===== src/rtl/seven_segment_scan_pkg.sv =====
// rtl/seven_segment_scan_pkg.sv - shared state encoding and slot-timing clamps for the scan controller
package seven_segment_scan_pkg;

  typedef enum logic [1:0] {
    ST_IDLE  = 2'd0,
    ST_BLANK = 2'd1,
    ST_SHOW  = 2'd2
  } scan_state_t;

  localparam int MIN_PERIOD = 2;
  localparam int MIN_BLANK  = 1;

  function automatic logic [31:0] clamp_period(input logic [31:0] period);
    return (period < 32'(MIN_PERIOD)) ? 32'(MIN_PERIOD) : period;
  endfunction

  // Keeps at least one show cycle after the blank interval.
  function automatic logic [31:0] clamp_blank(input logic [31:0] blank, input logic [31:0] period);
    if (blank < 32'(MIN_BLANK)) return 32'(MIN_BLANK);
    if (blank > period - 32'd1) return period - 32'd1;
    return blank;
  endfunction

endpackage


===== src/rtl/seven_segment_scan_controller_slot_timer.sv =====
// rtl/seven_segment_scan_controller_slot_timer.sv - per-slot cycle counter with blank/slot strobes
module scan_slot_timer
  import seven_segment_scan_pkg::*;
#(
  parameter int DIV_W = 16
) (
  input  logic             clock,
  input  logic             reset_n,
  input  logic             i_start,
  input  logic             i_run,
  input  logic [DIV_W-1:0] i_period,
  input  logic [7:0]       i_blank,
  output logic             o_blank_done,
  output logic             o_slot_done
);

  logic [DIV_W-1:0] r_cnt;
  logic [DIV_W-1:0] r_period;
  logic [DIV_W-1:0] r_blank;

  // Period and blank length are frozen at slot start so mid-slot edits wait for the next slot.
  always_ff @(posedge clock or negedge reset_n) begin
    if (!reset_n) begin
      r_cnt    <= '0;
      r_period <= DIV_W'(MIN_PERIOD);
      r_blank  <= DIV_W'(MIN_BLANK);
    end else if (i_start) begin
      r_cnt    <= '0;
      r_period <= DIV_W'(clamp_period(32'(i_period)));
      r_blank  <= DIV_W'(clamp_blank(32'(i_blank), clamp_period(32'(i_period))));
    end else if (i_run) begin
      r_cnt <= o_slot_done ? '0 : r_cnt + DIV_W'(1);
    end
  end

  assign o_blank_done = i_run && (r_cnt == r_blank - DIV_W'(1));
  assign o_slot_done  = i_run && (r_cnt == r_period - DIV_W'(1));

endmodule


===== src/rtl/seven_segment_scan_controller.sv =====
// rtl/seven_segment_scan_controller.sv - time-multiplexed hex digit scanner with blanking and frame snapshot
module seven_segment_scan_controller
  import seven_segment_scan_pkg::*;
#(
  parameter int DIGITS = 4,
  parameter int DIV_W  = 16
) (
  input  logic                clock,
  input  logic                reset_n,
  input  logic                i_enable,
  input  logic [4*DIGITS-1:0] i_value,
  input  logic                i_suppress_zeros,
  input  logic [DIV_W-1:0]    i_digit_period,
  input  logic [7:0]          i_blank_cycles,
  output logic [3:0]          o_number,
  output logic [DIGITS-1:0]   o_digit_sel,
  output logic                o_frame_done,
  output logic                o_busy
);

  localparam int IDX_W = (DIGITS > 1) ? $clog2(DIGITS) : 1;
  localparam logic [IDX_W-1:0] LAST_IDX = IDX_W'(DIGITS - 1);

  scan_state_t         r_state;
  logic [IDX_W-1:0]    r_idx;
  logic [4*DIGITS-1:0] r_snapshot;
  logic [DIGITS-1:0]   r_mask;
  logic [3:0]          r_number;
  logic [DIGITS-1:0]   r_digit_sel;
  logic                r_frame_done;
  logic                r_busy;

  logic                w_blank_done;
  logic                w_slot_done;
  logic                w_start;
  logic                w_run;
  logic [IDX_W-1:0]    w_next_idx;
  logic [DIGITS-1:0]   w_mask;
  logic                w_zero_run;

  // A digit is blank only when it and every more-significant digit are zero.
  always_comb begin
    w_mask     = '0;
    w_zero_run = 1'b1;
    for (int i = DIGITS - 1; i >= 1; i--) begin
      w_zero_run = w_zero_run && (i_value[i*4 +: 4] == 4'd0);
      w_mask[i]  = i_suppress_zeros && w_zero_run;
    end
  end

  assign w_run      = (r_state != ST_IDLE);
  assign w_next_idx = r_idx + IDX_W'(1);
  assign w_start    = ((r_state == ST_IDLE) && i_enable) ||
                      ((r_state == ST_SHOW) && w_slot_done && ((r_idx != LAST_IDX) || i_enable));

  scan_slot_timer #(.DIV_W(DIV_W)) u_slot_timer (
    .clock        (clock),
    .reset_n      (reset_n),
    .i_start      (w_start),
    .i_run        (w_run),
    .i_period     (i_digit_period),
    .i_blank      (i_blank_cycles),
    .o_blank_done (w_blank_done),
    .o_slot_done  (w_slot_done)
  );

  always_ff @(posedge clock or negedge reset_n) begin
    if (!reset_n) begin
      r_state      <= ST_IDLE;
      r_idx        <= '0;
      r_snapshot   <= '0;
      r_mask       <= '0;
      r_number     <= 4'd0;
      r_digit_sel  <= '0;
      r_frame_done <= 1'b0;
      r_busy       <= 1'b0;
    end else begin
      r_frame_done <= 1'b0;
      case (r_state)
        ST_IDLE: begin
          r_digit_sel <= '0;
          if (i_enable) begin
            r_snapshot <= i_value;
            r_mask     <= w_mask;
            r_idx      <= '0;
            r_number   <= i_value[3:0];
            r_busy     <= 1'b1;
            r_state    <= ST_BLANK;
          end
        end
        ST_BLANK: begin
          r_digit_sel <= '0;
          r_number    <= r_snapshot[{r_idx, 2'b00} +: 4];
          if (w_blank_done) begin
            r_digit_sel <= r_mask[r_idx] ? '0 : (DIGITS'(1) << r_idx);
            r_state     <= ST_SHOW;
          end
        end
        ST_SHOW: begin
          if (w_slot_done) begin
            r_digit_sel <= '0;
            if (r_idx != LAST_IDX) begin
              r_idx    <= w_next_idx;
              r_number <= r_snapshot[{w_next_idx, 2'b00} +: 4];
              r_state  <= ST_BLANK;
            end else begin
              r_frame_done <= 1'b1;
              r_idx        <= '0;
              if (i_enable) begin
                r_snapshot <= i_value;
                r_mask     <= w_mask;
                r_number   <= i_value[3:0];
                r_state    <= ST_BLANK;
              end else begin
                r_busy  <= 1'b0;
                r_state <= ST_IDLE;
              end
            end
          end
        end
        default: begin
          r_digit_sel <= '0;
          r_busy      <= 1'b0;
          r_state     <= ST_IDLE;
        end
      endcase
    end
  end

  assign o_number     = r_number;
  assign o_digit_sel  = r_digit_sel;
  assign o_frame_done = r_frame_done;
  assign o_busy       = r_busy;

endmodule


===== config.mk =====
export PLATFORM = sky130hd
export DESIGN_NAME = seven_segment_scan_controller
export DESIGN_NICKNAME = d
export VERILOG_FILES = /design/src/rtl/seven_segment_scan_pkg.sv /design/src/rtl/seven_segment_scan_controller_slot_timer.sv /design/src/rtl/seven_segment_scan_controller.sv
export SDC_FILE = /design/constraint.sdc
export NUM_CORES = 1
export LEC_CHECK = 0
export CAP_MARGIN = 25
export CELL_PAD_IN_SITES_DETAIL_PLACEMENT = 1
export CELL_PAD_IN_SITES_GLOBAL_PLACEMENT = 1
export CORE_ASPECT_RATIO = 1.2
export CORE_MARGIN = 3
export CORE_UTILIZATION = 41
export DETAILED_ROUTE_END_ITERATION = 8
export PLACE_DENSITY = 0.81
export SLEW_MARGIN = 20
export SYNTH_ARGS = -nofsm -noshare
export SYNTH_HDL_FRONTEND = slang
export SYNTH_SLANG_ARGS = --single-unit
export TNS_END_PERCENT = 100

===== constraint.sdc =====
create_clock -name clock -period 3.2 [get_ports clock]
set_input_delay 0.64 -clock clock [delete_from_list [all_inputs] [get_ports clock]]
set_output_delay 0.64 -clock clock [all_outputs]
set_load 0.03 [all_outputs]

Yosys cells after proc, flatten, opt, wreduce, memory -nomap -nowiden
Index checks and enable logic that the tools add are counted.
{"block": "word_totals", "inputBits": 44, "reg_bits": 82}
{"block": "op_classes", "eq_ne": 10, "muxes": 49, "n_reduce_logical": 25, "n_addsub": 5, "bitwise": 1, "magnitude_cmp": 4, "shifts": 3}
{"cell": "$mux W16", "n": 11}
{"cell": "$mux W4", "n": 9}
{"cell": "$eq A16 B16 Y1", "n": 2}
{"cell": "$gt A8 B32 Y1", "n": 1}
{"cell": "$pmux W16 S2", "n": 1}
{"cell": "$shiftx A16 B5 Y4", "n": 2}
{"cell": "$sub A16 B1 Y16 const B", "n": 2}
{"cell": "$sub A16 B1 Y17 const B", "n": 1}
{"cell": "$add A16 B1 Y16 const B", "n": 1}
{"cell": "$lt A16 B2 Y1 const B", "n": 1}
{"cell": "$pmux W4 S2", "n": 2}
{"cell": "$mux W1", "n": 15}
{"cell": "$logic_not A4 Y1", "n": 3}
{"cell": "$mux W2", "n": 6}
{"cell": "$pmux W4 S3", "n": 1}
{"cell": "$logic_and A1 B1 Y1", "n": 10}
{"cell": "$reduce_and A3 Y1", "n": 3}
{"cell": "$lt A8 B1 Y1 const B", "n": 1}
{"cell": "$ne A2 B2 Y1 const B", "n": 4}
{"cell": "$pmux W2 S3", "n": 1}
{"cell": "$reduce_bool A2 Y1", "n": 3}
{"cell": "$reduce_and A5 Y1", "n": 1}
{"cell": "$ne A2 B1 Y1 const B", "n": 2}
{"cell": "$pmux W2 S2", "n": 1}
{"cell": "12 further kinds", "n": 13}

Longest topological paths before layout
Gate-level depths: netlist (run 1).
{"block": "logic_depth", "ltp_word": 11, "depth_mapped": 17}

Hierarchy
Synthesis (run 1) repeated with hierarchy kept, for this count alone.
{"block": "unflattened", "hier_cells": 584, "area_unflattened_um2": 5640.4}
{"module": "scan_slot_timer", "cells_each": 407, "instances": 1, "seq_area_each_um2": 1203.7, "area_per_inst_um2": 3653.5}
{"module": "seven_segment_scan_controller", "cells_each": 177, "instances": 1, "seq_area_each_um2": 825.8, "area_per_inst_um2": 1986.9}

Worst setup path before layout (run 1)
Ideal clock, no wire load.
{"block": "synth_timing", "kind": "input -> register", "startpoint": "input port i_digit_period[6]", "endpoint": "register u_slot_timer.r_blank[7]", "required_ns": 3.075, "setup_time_ns": 0.125, "path_stages": 15, "path_slack_ns": -0.967, "path_buffers": 1, "arrival_time_ns": 4.042, "cell_sequence": "or4_1 -> nor3_1 -> and3_1 -> nand2b_1 -> ha_1 -> nand2b_1 -> nor4_1 -> xnor2_1 -> ha_1 -> nand4_1 -> a21oi_1 -> o311ai_1 -> clkbuf_1 -> o31ai_1 -> mux2_2"}
{"block": "synth_between", "elab_chain_cells": 9, "word_cells_on_any_way": 10}
{"element": "start, declared", "line_no": "seven_segment_scan_controller.sv:13", "rtl": "input logic [DIV_W-1:0] i_digit_period,"}
{"element": "$lt A16 B2 Y1", "line_no": "seven_segment_scan_pkg.sv:14", "rtl": "return (period < 32'(MIN_PERIOD)) ? 32'(MIN_PERIOD) : period;"}
{"element": "$mux W16 *", "line_no": "seven_segment_scan_pkg.sv:14"}
{"element": "$sub A16 B1 Y17 *", "line_no": "seven_segment_scan_pkg.sv:20", "rtl": "if (blank > period - 32'd1) return period - 32'd1;"}
{"element": "$gt A8 B32 Y1", "line_no": "seven_segment_scan_pkg.sv:20"}
{"element": "$mux W1 (2 in a row)", "line_no": "seven_segment_scan_pkg.sv:20"}
{"element": "$mux W1", "line_no": "seven_segment_scan_controller_slot_timer.sv:27", "rtl": "end else if (i_start) begin"}
{"element": "$mux W16 *", "line_no": "seven_segment_scan_pkg.sv:21", "rtl": "return blank;"}
{"element": "$mux W16 *", "line_no": "seven_segment_scan_pkg.sv:20"}
{"element": "end signal, assigned", "line_no": "seven_segment_scan_controller_slot_timer.sv:26", "rtl": "r_blank <= DIV_W'(MIN_BLANK);"}
{"element": "end signal, assigned", "line_no": "seven_segment_scan_controller_slot_timer.sv:30", "rtl": "r_blank <= DIV_W'(clamp_blank(32'(i_blank), clamp_period(32'(i_period))));"}
{"element": "end, declared", "line_no": "seven_segment_scan_controller_slot_timer.sv:19", "rtl": "logic [DIV_W-1:0] r_blank;"}
Every way passes the cells marked *; elsewhere a longest branch is shown, timed or not. The select of a mux whose other input is x is not followed.
A chain may end at the register's enable or synchronous reset.

Worst setup path after layout (run 1)
{"block": "layout_timing", "startpoint": "input port i_digit_period[5]", "endpoint": "register u_slot_timer.r_blank[1]"}
Same word-level chain as after synthesis.

==> results.json, run 1 <==
{
  "syn_avg_cell_area_sq_um": 9.83,
  "postSynth.asyncResetShare_pct": 100,
  "clk_latency_ps": 360,
  "critPathKind": "primary input to flop",
  "synth-seq-cells": 81,
  "grt-ovfl-total": 0,
  "drc": 0,
  "clk_pin_slew_ps": 80,
  "status": "complete, but fails checks",
  "irDropWorstVdd_v": 0.000188,
  "synthesis.nets": 634,
  "dpl-instance-area_sq_um": 6830,
  "seqCellArea_sq_um": 2030,
  "antenna_found_initial": 0,
  "rsz0062_at_grt": "true",
  "min_period_ps": 3790,
  "crit_required_ps": 3470,
  "max_stage_delay_ps": 540,
  "max_freq_ghz": 0.264,
  "synth_top_area_share_pct": 35.3,
  "drive_above_1_share_pct": 34.1,
  "dieArea_sq_um": 15100,
  "synth.area.top_cells": "dfrtp_1, mux2_2, xnor2_1",
  "ctsLongestPathBuffers": 2,
  "period_share_pct": 118,
  "die_y_um": 134,
  "fill_cells": 1378,
  "report.final.slew_viol_count": 0,
  "netlist_instances": 570,
  "antenna_left": 0,
  "yosys_warnings": 0,
  "synth-edff-count": 0,
  "core-area_sq_um": 13300,
  "relSlewSlack_pct": 43.7,
  "multi_input_area_sq_um": 3830,
  "via_per_inst": 6.49,
  "hold_class": "primary input to async pin",
  "io_pins": 54,
  "synthDistinctLibCells": 68,
  "fin_nets": 759,
  "tightestPinTransition_ps": 841,
  "leakagePower_nw": 3.48,
  "drv_cap": 0,
  "num_rows": 46,
  "yosys.area.top_type": "dfrtp_1",
  "path_buf_inv": 2,
  "clkSinkCount": 81,
  "diodes": 0,
  "crit_fanout": 8,
  "synth_area_sq_um": 5600,
  "worst_setup_path_start_kind": "primary input",
  "htree_levels": 3,
  "synthToLayoutAreaGrowth_pct": 39.8,
  "root_buffer": "clkbuf_16",
  "die_w_um": 113,
  "start_util_pct": 42.1,
  "skew_ps": 17.5,
  "finalWirelength_um": 23800,
  "ys_seq_area_share_pct": 36.2,
  "place_congestion": 0.841,
  "drt_iter0_drc": 432,
  "routedWlPerCell_um": 27.4,
  "end_kind": "flop",
  "cp_data_arrival_time_ps": 4060,
  "place_inst": 822,
  "violations": "setup timing",
  "cts_tree": "done",
  "place.detailed.hpwl_um": 13200,
  "finalSetupViolCount": 66,
  "grt_pass1_wl_um": 32500,
  "hold_buffers": 0,
  "instances_no_fill": 868,
  "timing.final.hold_violations": 0,
  "num_vias": 5635,
  "synth_commonest_cells": "dfrtp_1, nor2_1, nand2_1",
  "track_usage_pct": 27.5,
  "synth_most_common_cell": "dfrtp_1",
  "first_global_vias": 5804,
  "io_buffers": 53,
  "power.density_nw_per_um2": 298,
  "fin_ws_ps": -586,
  "crit_family": "simple AND/OR/NAND/NOR gates",
  "ys.flop_type": "dfrtp_1",
  "numCtsBuffers": 9,
  "grt_max_degree": 82,
  "design_area_sq_um": 7830,
  "crit_chain": "buf_6 -> or4_4 -> nor3_4 -> and3_4 -> nand2b_4 -> ha_4 -> nand2b_4 -> nor4_4 -> xnor2_2 -> ha_1 -> nand4_1 -> o21ai_2 -> nor2_2 -> o311ai_4 -> buf_6 -> nor3_2 -> a21oi_1 -> mux2i_1",
  "worst_path_max_delay_cell": "or4_4",
  "fin_setup_tns_ps": -15340,
  "dr.pass1.iters": 6
}
==> power breakdown <==
group	internal, W	switching (W)	total, W
registers	0.00102	0	0.00102
logic	0.000113	0.000113	0.000226
clock network	0.000609	0.000476	0.00108
total	0.00175	0.000589	0.00233
==> worst paths after layout <==
kind | depth (start not counted) | slack, ps | from | to
worst min register to register | 1 | 510 | o_number[3] | o_number[3]
worst min-delay path | 1 | 340 | reset_n | r_state[0]
max in group asynchronous | 1 | 2310 | reset_n | u_slot_timer.r_period[14]
worst max register to register | 13 | -370 | u_slot_timer.r_period[1] | u_slot_timer.r_blank[1]
min in group clock | 1 | 510 | o_number[3] | o_number[3]
worst max-delay path | 18 | -590 | i_digit_period[5] | u_slot_timer.r_blank[1]
==> routing by layer <==
| metal | vias to the layer above | wire length (um) | global-route usage [%] | share of wire, % |
|---|---|---|---|---|
| li1 | 2339 | - | - | - |
| met1 | 2829 | 9000 | 33.8 | 38 |
| met2 | 327 | 11700 | 46.8 | 49 |
| met3 | 140 | 1570 | 4.69 | 6.6 |
| met4 | 0 | 1480 | 13.1 | 6.2 |
| met5 | - | 0 | 0 | 0 |
==> cells in the final DEF (no fill, tap or decap), types with 18 or more instances in the layout <==
master           Yosys  routed
dfrtp_1             79      79
clkdlybuf4s50_1      0      43
nand3_1             22      21
mux2_4               9      30
xor2_1              25      24
xnor2_1             29      27
nand2_1             35      28
inv_1               22      20
ha_1                20      18
nor2_1              37      30
buf_4                0      75
==> stage by stage <==
stage | util, % | power, W | hold slack [ps] | worst slack, ps
3_5_place_dp | 51.4 | 0.00122 | 492 | -1070
6_report | 58.9 | 0.00233 | 343 | -586
5_1_grt | 58.9 | 0.00240 | 394 | -717
2_1_floorplan | - | 0.00109 | 344 | -418
4_1_cts | 56.4 | 0.00227 | 509 | -543
3_3_place_gp | 51.4 | 0.00121 | 489 | -868
==> flip-flops by register name, indices dropped and copies added, names as in the netlist <==
register / flops
o_number: 4
u_slot_timer.r_blank: 16
r_mask: 3
r_snapshot: 16
o_busy: 1
r_state: 2
r_idx: 2
u_slot_timer.r_cnt: 16
o_frame_done: 1
u_slot_timer.r_period: 16
o_digit_sel: 4
==> layout make-up <==
class                           count  share of cell area, %
Clock inverter                      6                  0.831
Sequential cell                    81                   25.9
Tap cell                          168                   2.68
Multi-Input combinational cell    437                   48.9
Clock buffer                       10                   2.92
Inverter                           22                   1.09
Timing Repair Buffer              144                   17.7
==> cells by family after synthesis <==
logic type      Yosys count  synth area share [%]
xor+xnor                 55                  8.85
simple gates            206                  19.9
mux                      59                  13.8
fa+ha+maj                20                  4.47
flops                    81                  36.2
compound gates           97                  12.9
buf+inv                  52                  3.91
==> timing repair <==
item | CTS | global route
resized for setup | 61 | 61
setup endpoints to repair | 40 | 70
cloned | 4 | 3
setup buffers | 16 | 12
hold endpoints to repair | 0 | 0
pin swaps | 17 | 27
Power figures use the tool's default switching activity.
==> inputs of run 2 (changes only) <==
Settings changed: CTS_CLUSTER_SIZE from default to 16.
==> results of run 2 <==
The final DEF is identical to that of run 1; final timing and power are the same.
==> inputs of run 3 (changes only) <==
Settings changed: REMOVE_ABC_BUFFERS from default to 1.
==> results.json, run 3 (same netlist as run 1, synthesis figures left out) <==
{
  "fin_ws_ps": -572,
  "root_buffer": "clkbuf_16",
  "grt-ovfl-total": 0,
  "rsz0062_at_grt": "true",
  "track_usage_pct": 26.2,
  "clkSinkCount": 81,
  "core-area_sq_um": 13300,
  "clk_latency_ps": 360,
  "ctsLongestPathBuffers": 2,
  "relSlewSlack_pct": 45.2,
  "rr_worst_depth": 13,
  "synthToLayoutAreaGrowth_pct": 37.3,
  "max_freq_ghz": 0.265,
  "io_pins": 54,
  "dieArea_sq_um": 15100,
  "instances_no_fill": 873,
  "violations": "setup timing",
  "post-place-ws_ps": -1270,
  "final_cell_mix": "buf_4, dfrtp_1, clkdlybuf4s50_1",
  "finalSetupViolCount": 49,
  "max_stage_delay_ps": 550,
  "drt_iter0_drc": 349,
  "htree_levels": 3,
  "timing.final.hold_violations": 0,
  "first_global_vias": 5917,
  "num_vias": 5355,
  "irDropWorstVdd_v": 0.000244,
  "numCtsBuffers": 9,
  "finalWirelength_um": 21100,
  "crit_fanout": 8,
  "hold_class": "primary input to async pin",
  "power.density_nw_per_um2": 295,
  "start_util_pct": 42.1,
  "skew_ps": 11.5,
  "routedWlPerCell_um": 24.1,
  "antenna_left": 0,
  "cts_tree": "done",
  "worst_path_max_delay_cell": "or4_4",
  "worst_setup_path_start_kind": "primary input",
  "final_core_util_pct": 57.9,
  "tightestPinTransition_ps": 820,
  "via_per_inst": 6.13,
  "drc": 0,
  "p_total_w": 0.00227,
  "report.final.slew_viol_count": 0,
  "drv_cap": 0,
  "critical_path_depth": 17,
  "min_period_ps": 3770,
  "drive_above_1_share_pct": 33.9,
  "place_congestion": 0.884,
  "clk_pin_slew_ps": 70,
  "status": "complete, but fails checks",
  "die_y_um": 134,
  "grt_max_degree": 82,
  "diodes": 0,
  "cp_data_arrival_time_ps": 4070,
  "path_buf_inv": 2,
  "critPathKind": "primary input to flop",
  "end_kind": "flop",
  "io_buffers": 53,
  "crit_family": "simple AND/OR/NAND/NOR gates",
  "place_inst": 829,
  "hold_buffers": 0,
  "fin_nets": 764,
  "crit_chain": "buf_6 -> or4_4 -> nor3_4 -> and3_4 -> nand2b_4 -> ha_4 -> nand2b_4 -> nor4_4 -> xnor2_2 -> ha_1 -> nand4_1 -> o21ai_1 -> nor2_2 -> o311ai_4 -> buf_6 -> o31ai_1 -> mux2_2",
  "place.detailed.hpwl_um": 13300,
  "grt_pass1_wl_um": 31200,
  "period_share_pct": 118,
  "dr.pass1.iters": 4,
  "antenna_found_initial": 0,
  "leakagePower_nw": 3.44,
  "layout_commonest_cell": "buf_4",
  "fin_setup_tns_ps": -6920,
  "crit_required_ps": 3500,
  "die_w_um": 113,
  "num_rows": 46
}
-- run 3: cell count changes in the layout (fill, tap and decap cells not counted), moves of 3 or more --
cell / previous run / this run
buf_4: 75 / 84
dlymetal6s2s_1: 5 / 0
o21ai_1: 1 / 5
nand2_4: 4 / 1
nor3_2: 7 / 4
clkdlybuf4s50_1: 43 / 48
nor3_1: 14 / 17
o31ai_2: 2 / 5
-- run 3: worst paths after layout --
| path | to | slack (ps) | startpoint |
|---|---|---|---|
| worst max register to register | o_number[0] | -150 | u_slot_timer.r_period[0] |
| worst min-delay path | u_slot_timer.r_period[15] | 330 | reset_n |
| max in group asynchronous | u_slot_timer.r_blank[10] | 2330 | reset_n |
| worst min register to register | o_number[3] | 510 | o_number[3] |
| min in group clock | o_number[3] | 510 | o_number[3] |
| worst max-delay path | u_slot_timer.r_blank[4] | -570 | i_digit_period[3] |
-- run 3: worst register-to-register path, delay by kind of cell (launching register included) --
family | cells | cell delay, ps
and+or+nand+nor | 5 | 1450
adders and majority gates | 1 | 140
AOI/OAI and AO/OA | 2 | 550
xor gates and xnor gates | 1 | 90
DFF | 1 | 420
buffers and inverters | 4 | 590
-- run 3: per-stage QoR --
step	hold slack, ps	cell area (sq um)
after floorplan	344	5470
after global placement	497	6740
after detailed placement	499	6740
after CTS	518	7450
after global routing	392	7690
final	335	7690
-- run 3: layout make-up --
type                            count  area (sq um)
Inverter                           22          82.6
Tap cell                          168           210
Fill cell                        1429          5600
Clock buffer                        9           225
Multi-Input combinational cell    437          3760
Sequential cell                    81          2030
Clock inverter                      7          61.3
Timing Repair Buffer              149          1330
-- run 3: timing repair --
item	in CTS	in global routing
setup endpoints to repair	62	66
pin swaps	23	20
cloned	3	0
setup buffers	16	10
resized for setup	78	50
-- run 3: report_power, final --
part           internal, W  switching (W)
clock             0.000540       0.000493
combinational     0.000108       0.000108
sequential         0.00102              0
total              0.00167       0.000601
-- run 3: metal layers --
metal  part of all wire, %  vias to the layer above  track usage, %  wire [um]
met5                     0                        -               0          0
met4                   5.0                        0            11.6       1050
met3                   4.2                       81            3.97        889
met2                    55                      211            51.2      11600
met1                    36                     2717            27.2       7590
li1                      -                     2346               -          -
